### src/rtl/vdp_cpu_port.sv
// -----------------------------------------------------------------------------
// vdp_cpu_port
//
// Z80-facing side of the VDP. Decodes CPU accesses to the data port (0xBE,
// cpu_port=0) and the control port (0xBF, cpu_port=1). Holds the 14-bit
// address register, the 2-bit code register, the two-byte command latch and
// the read-ahead buffer. Writes CRAM and the mode registers directly. VRAM
// traffic goes through a one-entry pending slot that waits for the display
// pipeline to release VRAM (screenBusy=0).
//
// Ports:
//   clk, rst_L            clock, asynchronous active-low reset
//   cpu_wr, cpu_rd        one-cycle CPU strobes (both high together = ignored)
//   cpu_port              0 = data port, 1 = control port
//   cpu_din               CPU write data
//   cpu_dout              CPU read data, valid in the cycle after cpu_rd
//   cpu_ready             1 = a data port access will be accepted
//   status_in             status byte from interrupt/sprite logic
//   status_rd             one-cycle pulse after a control port read
//   screenBusy            display pipeline owns VRAM when 1
//   VRAM_CPU_*            VRAM address/data/strobes (read data one cycle later)
//   CRAM_CPU_*            CRAM address/data/write strobe
//   regFile               VDP mode registers
//   fsm_state             current pending-slot state (Idle/WrPend/RdPend/RdCap)
//
// Handshake: cpu_ready is a level, high only while the pending slot is empty.
// A data port strobe seen while cpu_ready=1 is accepted in that cycle; one
// seen while cpu_ready=0 is dropped with no side effects. Control port
// accesses ignore cpu_ready and are always accepted.
// -----------------------------------------------------------------------------
module vdp_cpu_port #(
   parameter int NUM_REGS = 11
) (
   input  logic                     clk,
   input  logic                     rst_L,
   input  logic                     cpu_wr,
   input  logic                     cpu_rd,
   input  logic                     cpu_port,
   input  logic [7:0]               cpu_din,
   output logic [7:0]               cpu_dout,
   output logic                     cpu_ready,
   input  logic [7:0]               status_in,
   output logic                     status_rd,
   input  logic                     screenBusy,
   output logic [13:0]              VRAM_CPU_addr,
   output logic [7:0]               VRAM_CPU_data_in,
   output logic                     VRAM_CPU_we,
   output logic                     VRAM_CPU_re,
   input  logic [7:0]               VRAM_CPU_data_out,
   output logic [4:0]               CRAM_CPU_addr,
   output logic [5:0]               CRAM_CPU_data,
   output logic                     CRAM_CPU_we,
   output logic [NUM_REGS-1:0][7:0] regFile,
   output logic [1:0]               fsm_state
);

   typedef enum logic [1:0] {
      S_IDLE    = 2'd0,
      S_WR_PEND = 2'd1,
      S_RD_PEND = 2'd2,
      S_RD_CAP  = 2'd3
   } state_t;

   state_t      state_q, state_d;
   logic [13:0] addr_q, addr_d;
   logic [1:0]  code_q;
   logic        second_q;
   logic [7:0]  read_buf_q;
   logic [13:0] pend_addr_q;
   logic [7:0]  pend_data_q;

   // ---------------------------------------------------------------------------
   // Access decode
   // ---------------------------------------------------------------------------
   logic        idle;
   logic        wr_only, rd_only;
   logic        ctrl_wr, ctrl_rd;
   logic        data_wr, data_rd;
   logic        cmd_done;
   logic [1:0]  new_code;
   logic [13:0] cmd_addr;
   logic        cmd_read;
   logic        cmd_reg;
   logic        cram_wr, vram_wr;

   assign idle     = (state_q == S_IDLE);
   // Simultaneous write and read strobes are treated as no access at all.
   assign wr_only  = cpu_wr & ~cpu_rd;
   assign rd_only  = cpu_rd & ~cpu_wr;
   assign ctrl_wr  = wr_only & cpu_port;
   assign ctrl_rd  = rd_only & cpu_port;
   // Data port accesses only count while the pending slot is free.
   assign data_wr  = wr_only & ~cpu_port & idle;
   assign data_rd  = rd_only & ~cpu_port & idle;

   // Second command byte: code in [7:6], address high bits in [5:0].
   assign cmd_done = ctrl_wr & second_q;
   assign new_code = cpu_din[7:6];
   assign cmd_addr = {cpu_din[5:0], addr_q[7:0]};
   // A code-0 command can only start its read-ahead when the slot is free;
   // if an access is still in flight the address is loaded but no read queued.
   assign cmd_read = cmd_done & (new_code == 2'd0) & idle;
   assign cmd_reg  = cmd_done & (new_code == 2'd2);

   assign cram_wr  = data_wr & (code_q == 2'd3);
   assign vram_wr  = data_wr & (code_q != 2'd3);

   // ---------------------------------------------------------------------------
   // Pending-slot FSM
   // ---------------------------------------------------------------------------
   always_ff @(posedge clk or negedge rst_L) begin
      if (!rst_L) begin
         state_q <= S_IDLE;
      end else begin
         state_q <= state_d;
      end
   end

   // VRAM strobes are gated combinationally by screenBusy so that they can
   // never overlap a cycle in which the display pipeline owns VRAM.
   always_comb begin
      state_d     = state_q;
      VRAM_CPU_we = 1'b0;
      VRAM_CPU_re = 1'b0;
      case (state_q)
         S_IDLE: begin
            if (vram_wr) begin
               state_d = S_WR_PEND;
            end else if (data_rd || cmd_read) begin
               state_d = S_RD_PEND;
            end
         end
         S_WR_PEND: begin
            if (!screenBusy) begin
               VRAM_CPU_we = 1'b1;
               state_d     = S_IDLE;
            end
         end
         S_RD_PEND: begin
            if (!screenBusy) begin
               VRAM_CPU_re = 1'b1;
               state_d     = S_RD_CAP;
            end
         end
         // Capture does not touch VRAM, so it finishes regardless of screenBusy.
         S_RD_CAP: begin
            state_d = S_IDLE;
         end
         default: begin
            state_d = S_IDLE;
         end
      endcase
   end

   assign cpu_ready        = idle;
   assign fsm_state        = state_q;
   assign VRAM_CPU_addr    = pend_addr_q;
   assign VRAM_CPU_data_in = pend_data_q;

   // ---------------------------------------------------------------------------
   // Address register
   // ---------------------------------------------------------------------------
   // Reads advance the address only once the byte is captured; writes advance
   // it immediately. A command byte landing in the capture cycle overrides the
   // byte of the address it carries.
   always_comb begin
      addr_d = addr_q;
      if (state_q == S_RD_CAP) begin
         addr_d = addr_q + 14'd1;
      end
      if (data_wr) begin
         addr_d = addr_q + 14'd1;
      end
      if (ctrl_wr) begin
         if (!second_q) begin
            addr_d[7:0] = cpu_din;
         end else begin
            addr_d[13:8] = cpu_din[5:0];
         end
      end
   end

   always_ff @(posedge clk or negedge rst_L) begin
      if (!rst_L) begin
         addr_q <= '0;
      end else begin
         addr_q <= addr_d;
      end
   end

   // ---------------------------------------------------------------------------
   // Command latch and code register
   // ---------------------------------------------------------------------------
   always_ff @(posedge clk or negedge rst_L) begin
      if (!rst_L) begin
         second_q <= 1'b0;
         code_q   <= '0;
      end else begin
         if (ctrl_wr) begin
            second_q <= ~second_q;
         end else if (ctrl_rd || data_wr || data_rd) begin
            second_q <= 1'b0;
         end
         if (cmd_done) begin
            code_q <= new_code;
         end
      end
   end

   // ---------------------------------------------------------------------------
   // Pending slot contents
   // ---------------------------------------------------------------------------
   always_ff @(posedge clk or negedge rst_L) begin
      if (!rst_L) begin
         pend_addr_q <= '0;
         pend_data_q <= '0;
      end else begin
         if (vram_wr) begin
            pend_addr_q <= addr_q;
            pend_data_q <= cpu_din;
         end else if (data_rd) begin
            pend_addr_q <= addr_q;
         end else if (cmd_read) begin
            pend_addr_q <= cmd_addr;
         end
      end
   end

   // ---------------------------------------------------------------------------
   // Read-ahead buffer and CPU read data
   // ---------------------------------------------------------------------------
   always_ff @(posedge clk or negedge rst_L) begin
      if (!rst_L) begin
         read_buf_q <= '0;
         cpu_dout   <= '0;
         status_rd  <= 1'b0;
      end else begin
         // A data write also refreshes the read-ahead buffer.
         if (data_wr) begin
            read_buf_q <= cpu_din;
         end else if (state_q == S_RD_CAP) begin
            read_buf_q <= VRAM_CPU_data_out;
         end
         if (ctrl_rd) begin
            cpu_dout <= status_in;
         end else if (data_rd) begin
            cpu_dout <= read_buf_q;
         end
         status_rd <= ctrl_rd;
      end
   end

   // ---------------------------------------------------------------------------
   // CRAM write port
   // ---------------------------------------------------------------------------
   always_ff @(posedge clk or negedge rst_L) begin
      if (!rst_L) begin
         CRAM_CPU_we   <= 1'b0;
         CRAM_CPU_addr <= '0;
         CRAM_CPU_data <= '0;
      end else begin
         CRAM_CPU_we <= cram_wr;
         if (cram_wr) begin
            CRAM_CPU_addr <= addr_q[4:0];
            CRAM_CPU_data <= cpu_din[5:0];
         end
      end
   end

   // ---------------------------------------------------------------------------
   // Mode registers. The value is the first command byte, still held in
   // addr_q[7:0] while the second byte is being accepted. Indices past the
   // implemented set match no entry and are dropped.
   // ---------------------------------------------------------------------------
   always_ff @(posedge clk or negedge rst_L) begin
      if (!rst_L) begin
         regFile <= '0;
      end else begin
         for (int i = 0; i < NUM_REGS; i++) begin
            if (cmd_reg && (int'(cpu_din[3:0]) == i)) begin
               regFile[i] <= addr_q[7:0];
            end
         end
      end
   end

   // ---------------------------------------------------------------------------
   // Structural invariants of the VRAM interface
   // ---------------------------------------------------------------------------
   a_no_we_re_overlap : assert property (@(posedge clk) disable iff (!rst_L)
      !(VRAM_CPU_we && VRAM_CPU_re));
   a_no_strobe_busy   : assert property (@(posedge clk) disable iff (!rst_L)
      !(screenBusy && (VRAM_CPU_we || VRAM_CPU_re)));

endmodule

### config.mk
export PLATFORM = sky130hd
export DESIGN_NAME = vdp_cpu_port
export DESIGN_NICKNAME = d
export VERILOG_FILES = /design/src/rtl/vdp_cpu_port.sv
export SDC_FILE = /design/constraint.sdc
export NUM_CORES = 1
export LEC_CHECK = 0
export BUFFER_PORTS_ARGS = -buffer_cell sky130_fd_sc_hd__buf_2
export CAP_MARGIN = 20
export CORE_MARGIN = 8
export CORE_UTILIZATION = 25
export CTS_CLUSTER_SIZE = 28
export DETAILED_ROUTE_END_ITERATION = 7
export PLACE_DENSITY_LB_ADDON = 0.15
export SKIP_CTS_REPAIR_TIMING = 1
export SYNTH_ARGS = -nofsm -noshare
export SYNTH_HDL_FRONTEND = slang
export SYNTH_SLANG_ARGS = --single-unit
### constraint.sdc
create_clock -name clk -period 2.3 [get_ports clk]
set_input_delay 0.345 -clock clk [delete_from_list [all_inputs] [get_ports clk]]
set_output_delay 0.345 -clock clk [all_outputs]
set_load 0.02 [all_outputs]
Word-level counts from Yosys, hierarchy flattened
Index checks and enable logic that the tools add are counted.
{ "op_classes": {"eq_ne": 19, "bitwise_logic": 18, "reduce_logical": 22, "addsub": 1, "n_mux": 22} }
{ "ops": {"columns": ["cell", "n"], "rows": [
  ["2-to-1 mux 14 bit", 6],
  ["2-to-1 mux 8 bit", 5],
  ["== test 4 bit (second input constant)", 7],
  ["adder 14 x 1 -> 14 bit (second input constant)", 1],
  ["AND 1 bit", 14],
  ["logical AND 1 bit", 11],
  ["== test 2 bit (second input constant)", 4],
  ["== test 4 x 3 -> 1 bit (second input constant)", 2],
  ["2-to-1 mux 2 bit", 4],
  ["one-hot mux 2 bit (4 select lines)", 1],
  ["2-to-1 mux 6 bit", 1],
  ["!= test 2 bit (second input constant)", 3],
  ["nonzero test 2 bit", 3],
  ["2-to-1 mux 1 bit", 5],
  ["== test 4 x 2 -> 1 bit (second input constant)", 1],
  ["logical NOT 2 bit", 2],
  ["logical NOT 4 bit", 1],
  ["NOT 1 bit", 4],
  ["logical OR 1 bit", 3],
  ["!= test 3 x 1 -> 1 bit (second input constant)", 1],
  ["AND reduction 3 bit", 1],
  ["nonzero test 3 bit", 1],
  ["== test 2 x 1 -> 1 bit (second input constant)", 1]
]} }
{ "totals": {"register_bits": 158, "output_inout_bits": 136} }

Longest topological paths before layout
Gate-level depths: netlist of run 1.
{ "logic_depth": {"ltp_word": 10, "mapped_depth": 7, "mapped_depth_nobuf": 6} }

Worst setup path before layout of run 1
Ideal clock, no wire load.
{ "synth_timing": {"path_kind": "register to register", "start": "register state_q[1], in the netlist fsm_state[1]", "end": "register CRAM_CPU_data[5]", "synth_period_minus_slack_ns": 1.992, "path_buffers": 2, "stages_incl_launch_ff": 7, "required_ns": 2.175, "slack_ns": 0.308, "t_arrival_ns": 1.868, "setup_ns": 0.125, "path_cell_list": "dfrtp_1 -> nor3_2 -> and2_1 -> buf_2 -> and3_1 -> buf_2 -> mux2_2"} }
{ "synth_between": {"elab_chain_cells": 3} }
{ "synth_lines": {"columns": ["element", "line_no", "source"], "rows": [
  ["start: declaration", "64", "state_t state_q, state_d;"],
  ["start signal: assignment", "115", "state_q <= state_d;"],
  ["logical NOT 2 bit", "86", "assign idle = (state_q == S_IDLE);"],
  ["AND 1 bit", "93", "assign data_wr = wr_only & ~cpu_port & idle;"],
  ["AND 1 bit", "105", "assign cram_wr = data_wr & (code_q == 2'd3);"],
  ["via cram_wr", "84", "logic cram_wr, vram_wr;"],
  ["end signal: assignment", "265", "CRAM_CPU_data <= cpu_din[5:0];"],
  ["end: declaration", "51", "output logic [5:0] CRAM_CPU_data,"]
]} }
The timed path passes the listed nets, and every way through them passes these cells.
A chain may end at the register's enable or synchronous reset.

Worst setup path in the final report of run 1
{ "layout_timing": {"start": "register second_q", "end": "register regFile[66] in the netlist's numbering"} }
{ "layout_between": {"elab_chain_cells": 3} }
{ "layout_lines": {"columns": ["element", "line_no", "source"], "rows": [
  ["start: declaration", "67", "logic second_q;"],
  ["start signal: assignment", "200", "second_q <= ~second_q;"],
  ["AND 1 bit", "97", "assign cmd_done = ctrl_wr & second_q;"],
  ["AND 1 bit", "103", "assign cmd_reg = cmd_done & (new_code == 2'd2);"],
  ["logical AND 1 bit", "280", "if (cmd_reg && (int'(cpu_din[3:0]) == i)) begin"],
  ["end signal: indexed assignment", "281", "regFile[i] <= addr_q[7:0];"],
  ["end: declaration", "53", "output logic [NUM_REGS-1:0][7:0] regFile,"]
]} }
Every way passes these cells.

==> impl_results.md, run 1 <==
* FMAX at 484 MHz
* Clock transition at the registers of the reported paths at 0.07 ns
* Max Cap Viol at 0
* Root Driver: clkbuf_16
* Cell Pwr Density at 1070 mW/mm^2
* Latest clock arrival within the worst-skew pair at 0.42 ns
* Placed wire-length estimate at ~14000 microns
* Pre-CTS setup slack at 0.134 ns
* Final setup viols at 0
* Initial Utilization at 25.4%
* Largest net degree at the start of global routing at between 50 and 60
* Layout cells sized above 1 at 51.3%
* Vias at 4564
* First-pass GRT wire length at ~32000 microns
* Reg2reg end: regFile[66]$_DFFE_PN0P_
* Slew @ Worst Pin at 0.700 ns
* TritonCTS clock tree: done
* Number of synthesized register bits at around 160
* Max VDD drop at 409 uV
* Number of buffers created by CTS at 17
* Syn Inst Count at 488
* Vias in the first global route at 5067
* Syn. warnings at 0
* Leakage at 4.52 nW
* RSZ-0062 raised after global routing: false
* Slew Limit Fails at 0
* Critical Path End Type: flop
* Chip height at between 150 and 200 microns
* DIE WIDTH at 178 microns
* Post-route ant nets at 0
* R2r setup slk at 0.23 ns
* Mapped Area at around 0.0066 sq mm
* Vias per std cell at 4.51
* WL/cell at 20.3 microns
* Nets at 695
* Clk_skew at 0.0148 ns
* GRT overflow at 0
* Core footprint at 0.0259 sq mm
* Most frequent cells in the layout: buf_2, dfrtp_1, mux2_2
* Avg Inst Size Synth at approximately 13 sq um
* WS Path Type: reg2reg
* Final hold vios at 0
* Final worst path period need at 2.07 ns
* Most common cell after layout, fill and taps aside: buf_2
* Setup slack after layout at about 0.23 ns
* Clock sinks at 158
* Status: finished, final reports clean
* Power, Total at 9.10 mW
* Antenna violations before repair at 1
* CP Max Fanout at 8
* Drt pass-1 iters at 4
* Hold Path Depth at 3
* Fin area at 0.00847 sq mm
* Rows at 59
* WP data arrival at roughly 2.4 ns
* Io pins at about 170
* Synthesized Nets at around 520
* Initial DRC Count at 185
* Hold slack at 0.146 ns
* Reg2Reg Depth at 5
* IO Port Bufs at 165
* Crit start category: flop
* H-tree depth at 4
* GR Util All Layers at 13.3%
* Max transition margin at 53.3%
* Min-delay src: status_in[3]
* Critical Path RT at 2.60 ns
* Diode count at 0
* Die ar. at ~0.032 sq mm
* Routed wire length at 20500 microns
* Tcrit/Tclk final at 89.9%
* Gpl congestion at 0.746
* Post-route DRC at 0
* Dpl cell area at 0.00788 sq mm
* Synth cell types at 43
* Sequential area share after synthesis at between 60% and 70%
* Total negative setup slack at 0 ns
* FF-to-FF Start: second_q$_DFFE_PN0P_
* Area growth syn-to-layout at 28.8%
* Worst hold path type: in2reg
* Hold Path End: cpu_dout[3]$_DFFE_PN0P_
* Clk buf depth at 2
-- cell families (layout without fill, tap and decap cells) --
| family | Yosys count | in the layout | synth area share [%] |
|---|---|---|---|
| AOI/OAI and AO/OA | 42 | 42 | 3.88 |
| and+or+nand+nor | 120 | 120 | 10.0 |
| DFF | 158 | 158 | 60.1 |
| xor gates and xnor gates | 13 | 13 | 1.73 |
| muxes | 124 | 124 | 22.0 |
| buffers and inverters | 30 | 219 | 2.02 |
| adders and majority gates | 1 | 1 | 0.190 |
-- per-stage QoR --
stage / std cells / util, %
floorplan: 488 / -
global placement: 979 / 30.4
detailed placement: 979 / 30.4
CTS: 1011 / 32.6
global route: 1012 / 32.7
finish: 1012 / 32.7
-- cell type report --
type	count	area, sq um
sequential	158	3950
clock inverter	13	128
multi-input combinational	300	2490
clock buffer	19	453
timing repair buffer	187	1020
tap	335	419
fill	2615	17400
-- registers in the layout, indices dropped and copies added, names as in the netlist --
signal,cells
regFile,88
VRAM_CPU_addr,14
addr_q,14
VRAM_CPU_data_in,8
cpu_dout,8
read_buf_q,8
CRAM_CPU_data,6
CRAM_CPU_addr,5
code_q,2
fsm_state,2
CRAM_CPU_we,1
second_q,1
status_rd,1
-- synthesized netlist by cell type (all sizes together) --
master	count	area share, %
nand2	53	3.0
nor3b	2	0.23
xnor2	8	1.1
nand3b	7	0.91
ha	1	0.19
mux2	117	21
nand4	3	0.29
nand4b	3	0.95
or2	1	0.095
clkbuf	19	1.1
and4	1	0.13
nor4b	1	0.13
nor4bb	1	0.15
mux2i	7	1.1
buf	11	0.93
nor2	24	1.7
xor2	5	0.67
a21o	2	0.23
a21oi	13	0.99
and3b	2	0.27
nand2b	3	0.29
and3	2	0.19
and2b	1	0.11
nor4	3	0.29
a22oi	16	1.8
nand3	7	0.69
nor3	2	0.23
dfrtp	158	60
or3	2	0.19
and2	2	0.19
o21ai	11	0.84
-- where the power goes --
group | internal [mW] | total [mW] | switching (mW) | leakage (nW)
Sequential | 3.35 | 3.74 | 0.388 | 2.10
Combinational | 0.904 | 2.54 | 1.63 | 2.15
Clock | 1.58 | 2.82 | 1.25 | 0.283
Total | 5.83 | 9.10 | 3.27 | 4.52
-- critical path, stage by stage (launching register included) --
cell and delay, ns:
dfrtp_1 0.46, nand4b_4 0.14, nor2_4 0.21, nand4b_2 0.18
or3_1 0.58, mux2_4 0.38
-- worst max-delay path by stage --
stage | start | endpoint | slack [ns] | cells after the start
6_report | second_q$_DFFE_PN0P_ | regFile[66]$_DFFE_PN0P_ | 0.23 | 5
5_1_grt | fsm_state[0]$_DFFE_PN0P_ | addr_q[12]$_DFF_PN0_ | 0.11 | 5
4_1_cts | second_q$_DFFE_PN0P_ | regFile[66]$_DFFE_PN0P_ | 0.23 | 5
3_5_place_dp | cpu_rd | regFile[66]$_DFFE_PN0P_ | 0.13 | 6
3_3_place_gp | cpu_rd | regFile[65]$_DFFE_PN0P_ | 0.20 | 6
2_1_floorplan | fsm_state[1]$_DFFE_PN0P_ | CRAM_CPU_data[5]$_DFFE_PN0P_ | 0.31 | 6
-- metal layers --
layer	GRT usage, %	routed length [microns]	part of all wire, %	up-vias
met2	22.1	9920	48	153
met5	0	8	0.039	-
met3	5.38	1850	9.0	17
met4	3.27	202	0.99	2
li1	-	-	-	2058
met1	15.8	8510	42	2334
No activity file was read; power rests on OpenSTA's default activity.
==> run 2: changes to the inputs <==
--- a/config.mk
+++ b/config.mk
@@ -12,6 +12,7 @@
 export CTS_CLUSTER_SIZE = 28
 export DETAILED_ROUTE_END_ITERATION = 7
 export PLACE_DENSITY_LB_ADDON = 0.15
+export RECOVER_POWER = 50
 export SKIP_CTS_REPAIR_TIMING = 1
 export SYNTH_ARGS = -nofsm -noshare
 export SYNTH_HDL_FRONTEND = slang
==> impl_results.md, run 2 (synthesis results as in run 1) <==
* Core footprint at around 0.026 sq mm
* Number of buffers created by CTS at 17
* Slew @ Worst Pin at between 1 and 1.5 ns
* DIE WIDTH at roughly 180 microns
* Clk buf depth at 2
* Max reg flops at 88
* TritonCTS clock tree: done
* Fin area at 0.00834 sq mm
* RSZ-0062 raised after global routing: false
* Worst hold path type: in2reg
* Vias in the first global route at between 5000 and 6000
* Gpl congestion at 0.746
* Clk_skew at 0.0168 ns
* WS Path Type: reg2reg
* Tcrit/Tclk final at 91.2%
* Drt pass-1 iters at 4
* Diode count at 0
* Vias at 4531
* FMAX at around 480 MHz
* Latest clock arrival within the worst-skew pair at 0.42 ns
* WP data arrival at ~2.4 ns
* Clock transition at the registers of the reported paths at 0.07 ns
* IO Port Bufs at 165
* Largest net degree at the start of global routing at 57
* Max Cap Viol at 0
* GR Util All Layers at a little over an eighth
* Routed wire length at roughly 20000 microns
* Max VDD drop at 408 uV
* Io pins at 166
* Crit start category: flop
* Antenna violations before repair at 1
* Max stage delay on crit path at 0.58 ns
* Nets at 695
* Layout cells sized above 1 at 41.4%
* CP Max Fanout at 8
* Rows at 59
* Total negative setup slack at 0 ns
* Post-route ant nets at 0
* Root Driver: clkbuf_16
* Fill count at around 2600
* Final setup viols at 0
* Final worst path period need at roughly 2.1 ns
* Leakage at 4.24 nW
* Most frequent cells in the layout: dfrtp_1, buf_2, mux2_2
* Critical-path top delay cell: or3_1
* Placed wire-length estimate at 14400 microns
* Final hold vios at 0
* Die ar. at 0.0317 sq mm
* Critical Path RT at 2.60 ns
* Chip height at 178 microns
* Initial Utilization at 25.4%
* Dpl cell area at 0.00788 sq mm
* Largest Register: regFile
* Status: finished, final reports clean
* Cell Pwr Density at 1080 mW/mm^2
* H-tree depth at 4
* Clock sinks at 158
* WL/cell at 20.2 microns
* GRT overflow at 0
* Slew Limit Fails at 0
* Worst path cell trace: nand4b_1 > nor2_4 > nand4b_2 > or3_1 > mux2_4
* Initial DRC Count at 188
* Critical Path End Type: flop
* Post-route DRC at 0
* Vias per std cell at around 4.5
* Max transition margin at roughly a tenth
* Most common cell after layout, fill and taps aside: dfrtp_1
* Area growth syn-to-layout at 26.9%
* First-pass GRT wire length at 31700 microns
* Hold slack at roughly 0.15 ns
[run 2: changes by cell type in the layout (fill, tap and decap cells not counted), sizes merged]
cell    change
clkbuf     +67
buf        -67
[run 2: path summary, 6_finish.rpt]
check / startpoint / to / slack [ns] / cells past startpoint
min in group asynchronous: rst_L / read_buf_q[2]$_DFFE_PN0P_ / 0.74 / 2
max: second_q$_DFFE_PN0P_ / regFile[66]$_DFFE_PN0P_ / 0.20 / 5
max in group asynchronous: rst_L / VRAM_CPU_addr[6]$_DFFE_PN0P_ / 0.36 / 3
min reg2reg: cpu_dout[1]$_DFFE_PN0P_ / cpu_dout[1]$_DFFE_PN0P_ / 0.48 / 2
max reg2reg: second_q$_DFFE_PN0P_ / regFile[66]$_DFFE_PN0P_ / 0.20 / 5
min: status_in[3] / cpu_dout[3]$_DFFE_PN0P_ / 0.15 / 3
[run 2: final cells by class]
cell class	count	area [sq um]	area share (%)
Timing Repair Buffer	187	916	11.0
Clock buffer	19	453	5.43
Tap cell	335	419	5.02
Clock inverter	13	128	1.53
Sequential cell	158	3950	47.4
Multi-Input combinational cell	300	2470	29.6
[run 2: where the power goes]
group / total (mW) / switching [mW] / internal (mW) / leakage, nW
Combinational: 2.47 / 1.64 / 0.832 / 1.86
Sequential: 3.74 / 0.392 / 3.35 / 2.10
Clock: 2.82 / 1.24 / 1.58 / 0.283
[run 2: per-layer routing]
layer | vias to the layer above | track usage (%) | part of all wire [%]
li1 | 2057 | - | -
met1 | 2316 | 15.8 | 42
met2 | 139 | 22.1 | 48
met3 | 17 | 5.38 | 8.8
met4 | 2 | 3.27 | 0.99
met5 | - | 0 | 0.039
[run 2: metrics by stage]
stage / total power, mW / setup WS (ns) / util, % / instances
after floorplan: 5.19 / 0.308 / - / 488
after CTS: 9.30 / 0.228 / 32.6 / 1011
final: 9.03 / 0.202 / 32.2 / 1012
after global routing: 9.59 / 0.0769 / 32.2 / 1012
after global placement: 6.38 / 0.202 / 30.4 / 979
after detailed placement: 6.42 / 0.134 / 30.4 / 979
[run 2: critical path: cells and delay by family (launching register included)]
kind,cells,cell delay (ns)
simple gates,4,1.18
mux,1,0.38
flops,1,0.41
==> run 3: changes to the inputs <==
--- a/config.mk
+++ b/config.mk
@@ -7,7 +7,7 @@
 export LEC_CHECK = 0
 export BUFFER_PORTS_ARGS = -buffer_cell sky130_fd_sc_hd__buf_2
 export CAP_MARGIN = 20
-export CORE_MARGIN = 8
+export CORE_MARGIN = 3
 export CORE_UTILIZATION = 25
 export CTS_CLUSTER_SIZE = 28
 export DETAILED_ROUTE_END_ITERATION = 7
==> constraint.sdc (replaced) <==
create_clock -name clk -period 1.68 [get_ports clk]
set_input_delay 0.252 -clock clk [delete_from_list [all_inputs] [get_ports clk]]
set_output_delay 0.252 -clock clk [all_outputs]
set_load 0.02 [all_outputs]
==> impl_results.md, run 3 (synthesis results as in run 1) <==
* Tcrit/Tclk final at 108%
* Status: finished with violations
* FMAX at 549 MHz
* Largest net degree at the start of global routing at 94
* Worst path cell trace: nand4b_4 > nor2_4 > nand4b_4 > or3_4 > buf_6 > mux2_4
* Final worst path period need at between 1.5 and 2 ns
* Clock transition at the registers of the reported paths at 0.07 ns
* First-pass GRT wire length at 30600 microns
* Max stage delay on crit path at about 0.38 ns
* Most frequent cells in the layout: dfrtp_1, buf_2, mux2_2
* TritonCTS clock tree: done
* Latest clock arrival within the worst-skew pair at 0.42 ns
* Number of buffers created by CTS at 17
* Worst hold path type: in2reg
* Vias at roughly 4700
* Placed wire-length estimate at 14300 microns
* Setup slack after layout at -0.140 ns
* Gpl congestion at between 0.7 and 0.8
* Drt pass-1 iters at 4
* Io pins at 166
* Largest Register: regFile
* GRT met2 Usage at 22.0%
* Cell family with most CP delay: simple AND/OR/NAND/NOR gates
* Initial Utilization at 25.7%
* Core footprint at 0.0255 sq mm
* Clk_skew at 0.0104 ns
* Die ar. at 0.0283 sq mm
* Final hold vios at 0
* Slew Limit Fails at 0
* DIE WIDTH at 168 microns
* Crit start category: flop
* Critical Path RT at 1.98 ns
* Power, Total at 13.2 mW
* Nets at 739
* Max reg flops at 88
* Initial DRC Count at 277
* Vias in the first global route at 4995
* RSZ-0062 raised after global routing: true
* Clock sinks at 158
* CP Max Fanout at 8
* Routed wire length at 20300 microns
* Leakage at 4.80 nW
* Met3 GRT Util at 4.37%
* Slew @ Worst Pin at approximately 0.9 ns
* Final setup viols at between 90 and 100
* Failing checks: setup timing
* Diode count at 0
* CP most frequent cell: nand4b_4
* Post-route DRC at 0
* WS Path Type: reg2reg
* Rows at 58
* Max VDD drop at 583 uV
* H-tree depth at 4
* Critical-path top delay cell: dfrtp_1
* Most common cell after layout, fill and taps aside: dfrtp_1
* WP data arrival at 2.12 ns
* Cell Pwr Density at approximately 1400 mW/mm^2
* Clk buf depth at 2
* Post-route ant nets at 0
* Critical Path End Type: flop
* Max Cap Viol at 0
* Layer with the highest usage: met2
* Area growth syn-to-layout at 38.6%
* Layout cells sized above 1 at 54.6%
* Grt met1 use at 19.1%
* Non-filler instance count after layout at between 1000 and 1500
* WL/cell at 19.4 microns
* GRT overflow at 0
* IO Port Bufs at roughly 170
* Chip height at 168 microns
* Root Driver: clkbuf_16
* Vias per std cell at approximately 4.5
* Max transition margin at between 40% and 50%
* CP bufs+invs at 1
* GR Util All Layers at 14.2%
* Inst Count DP at 1014
* Antenna violations before repair at 1
[run 3: stage by stage]
stage	worst slack (ns)	TNS, ns	utilization [%]	instance area [sq um]	hold WS (ns)
6_report	-0.140	-6.41	35.7	9110	0.0630
5_1_grt	-0.212	-15.62	35.7	9110	0.0530
4_1_cts	-0.165	-9.14	34.8	8890	-0.189
3_5_place_dp	-0.186	-14.41	32.4	8280	0.270
3_3_place_gp	-0.198	-13.81	32.4	8280	0.264
2_1_floorplan	-0.101	-2.36	-	6640	-0.0436
[run 3: path summary, 6_finish.rpt]
path                                              start  cells after the start  slack [ns]                   endpoint
max in group asynchronous                         rst_L                      3        0.42    regFile[62]$_DFFE_PN0P_
worst max-delay path               second_q$_DFFE_PN0P_                      6       -0.14    regFile[39]$_DFFE_PN0P_
min in group asynchronous                         rst_L                      3        0.58    cpu_dout[3]$_DFFE_PN0P_
worst max register to register     second_q$_DFFE_PN0P_                      6       -0.14    regFile[39]$_DFFE_PN0P_
worst min register to register  cpu_dout[5]$_DFFE_PN0P_                      2        0.48    cpu_dout[5]$_DFFE_PN0P_
worst min-delay path               VRAM_CPU_data_out[6]                      3        0.06  read_buf_q[6]$_DFFE_PN0P_
[run 3: area by class of cell]
| class | instances | area [sq um] |
|---|---|---|
| fillers | 2570 | 16400 |
| flip-flops and latches | 158 | 3960 |
| multi-input cells | 301 | 2730 |
| repair buffers | 230 | 1410 |
| clock buffers | 20 | 457 |
| well taps | 330 | 413 |
| clock inverters | 11 | 155 |
[run 3: worst register-to-register path: cells and delay by family, from the launching register on]
| family | cells | cell delay, ns |
|---|---|---|
| mux | 1 | 0.31 |
| buf+inv | 1 | 0.16 |
| flops | 1 | 0.38 |
| simple gates | 4 | 0.86 |
[run 3: per-layer routing]
metal	vias up	share of wire [%]
li1	2149	-
met1	2407	46
met2	140	46
met3	20	6.5
met4	2	1.4
met5	-	0.034
[run 3: where the power goes]
group	total, mW	internal [mW]	switching, mW	leakage, nW
Combinational	3.94	1.60	2.34	2.41
Sequential	5.17	4.59	0.572	2.09
Clock	4.05	2.43	1.62	0.297
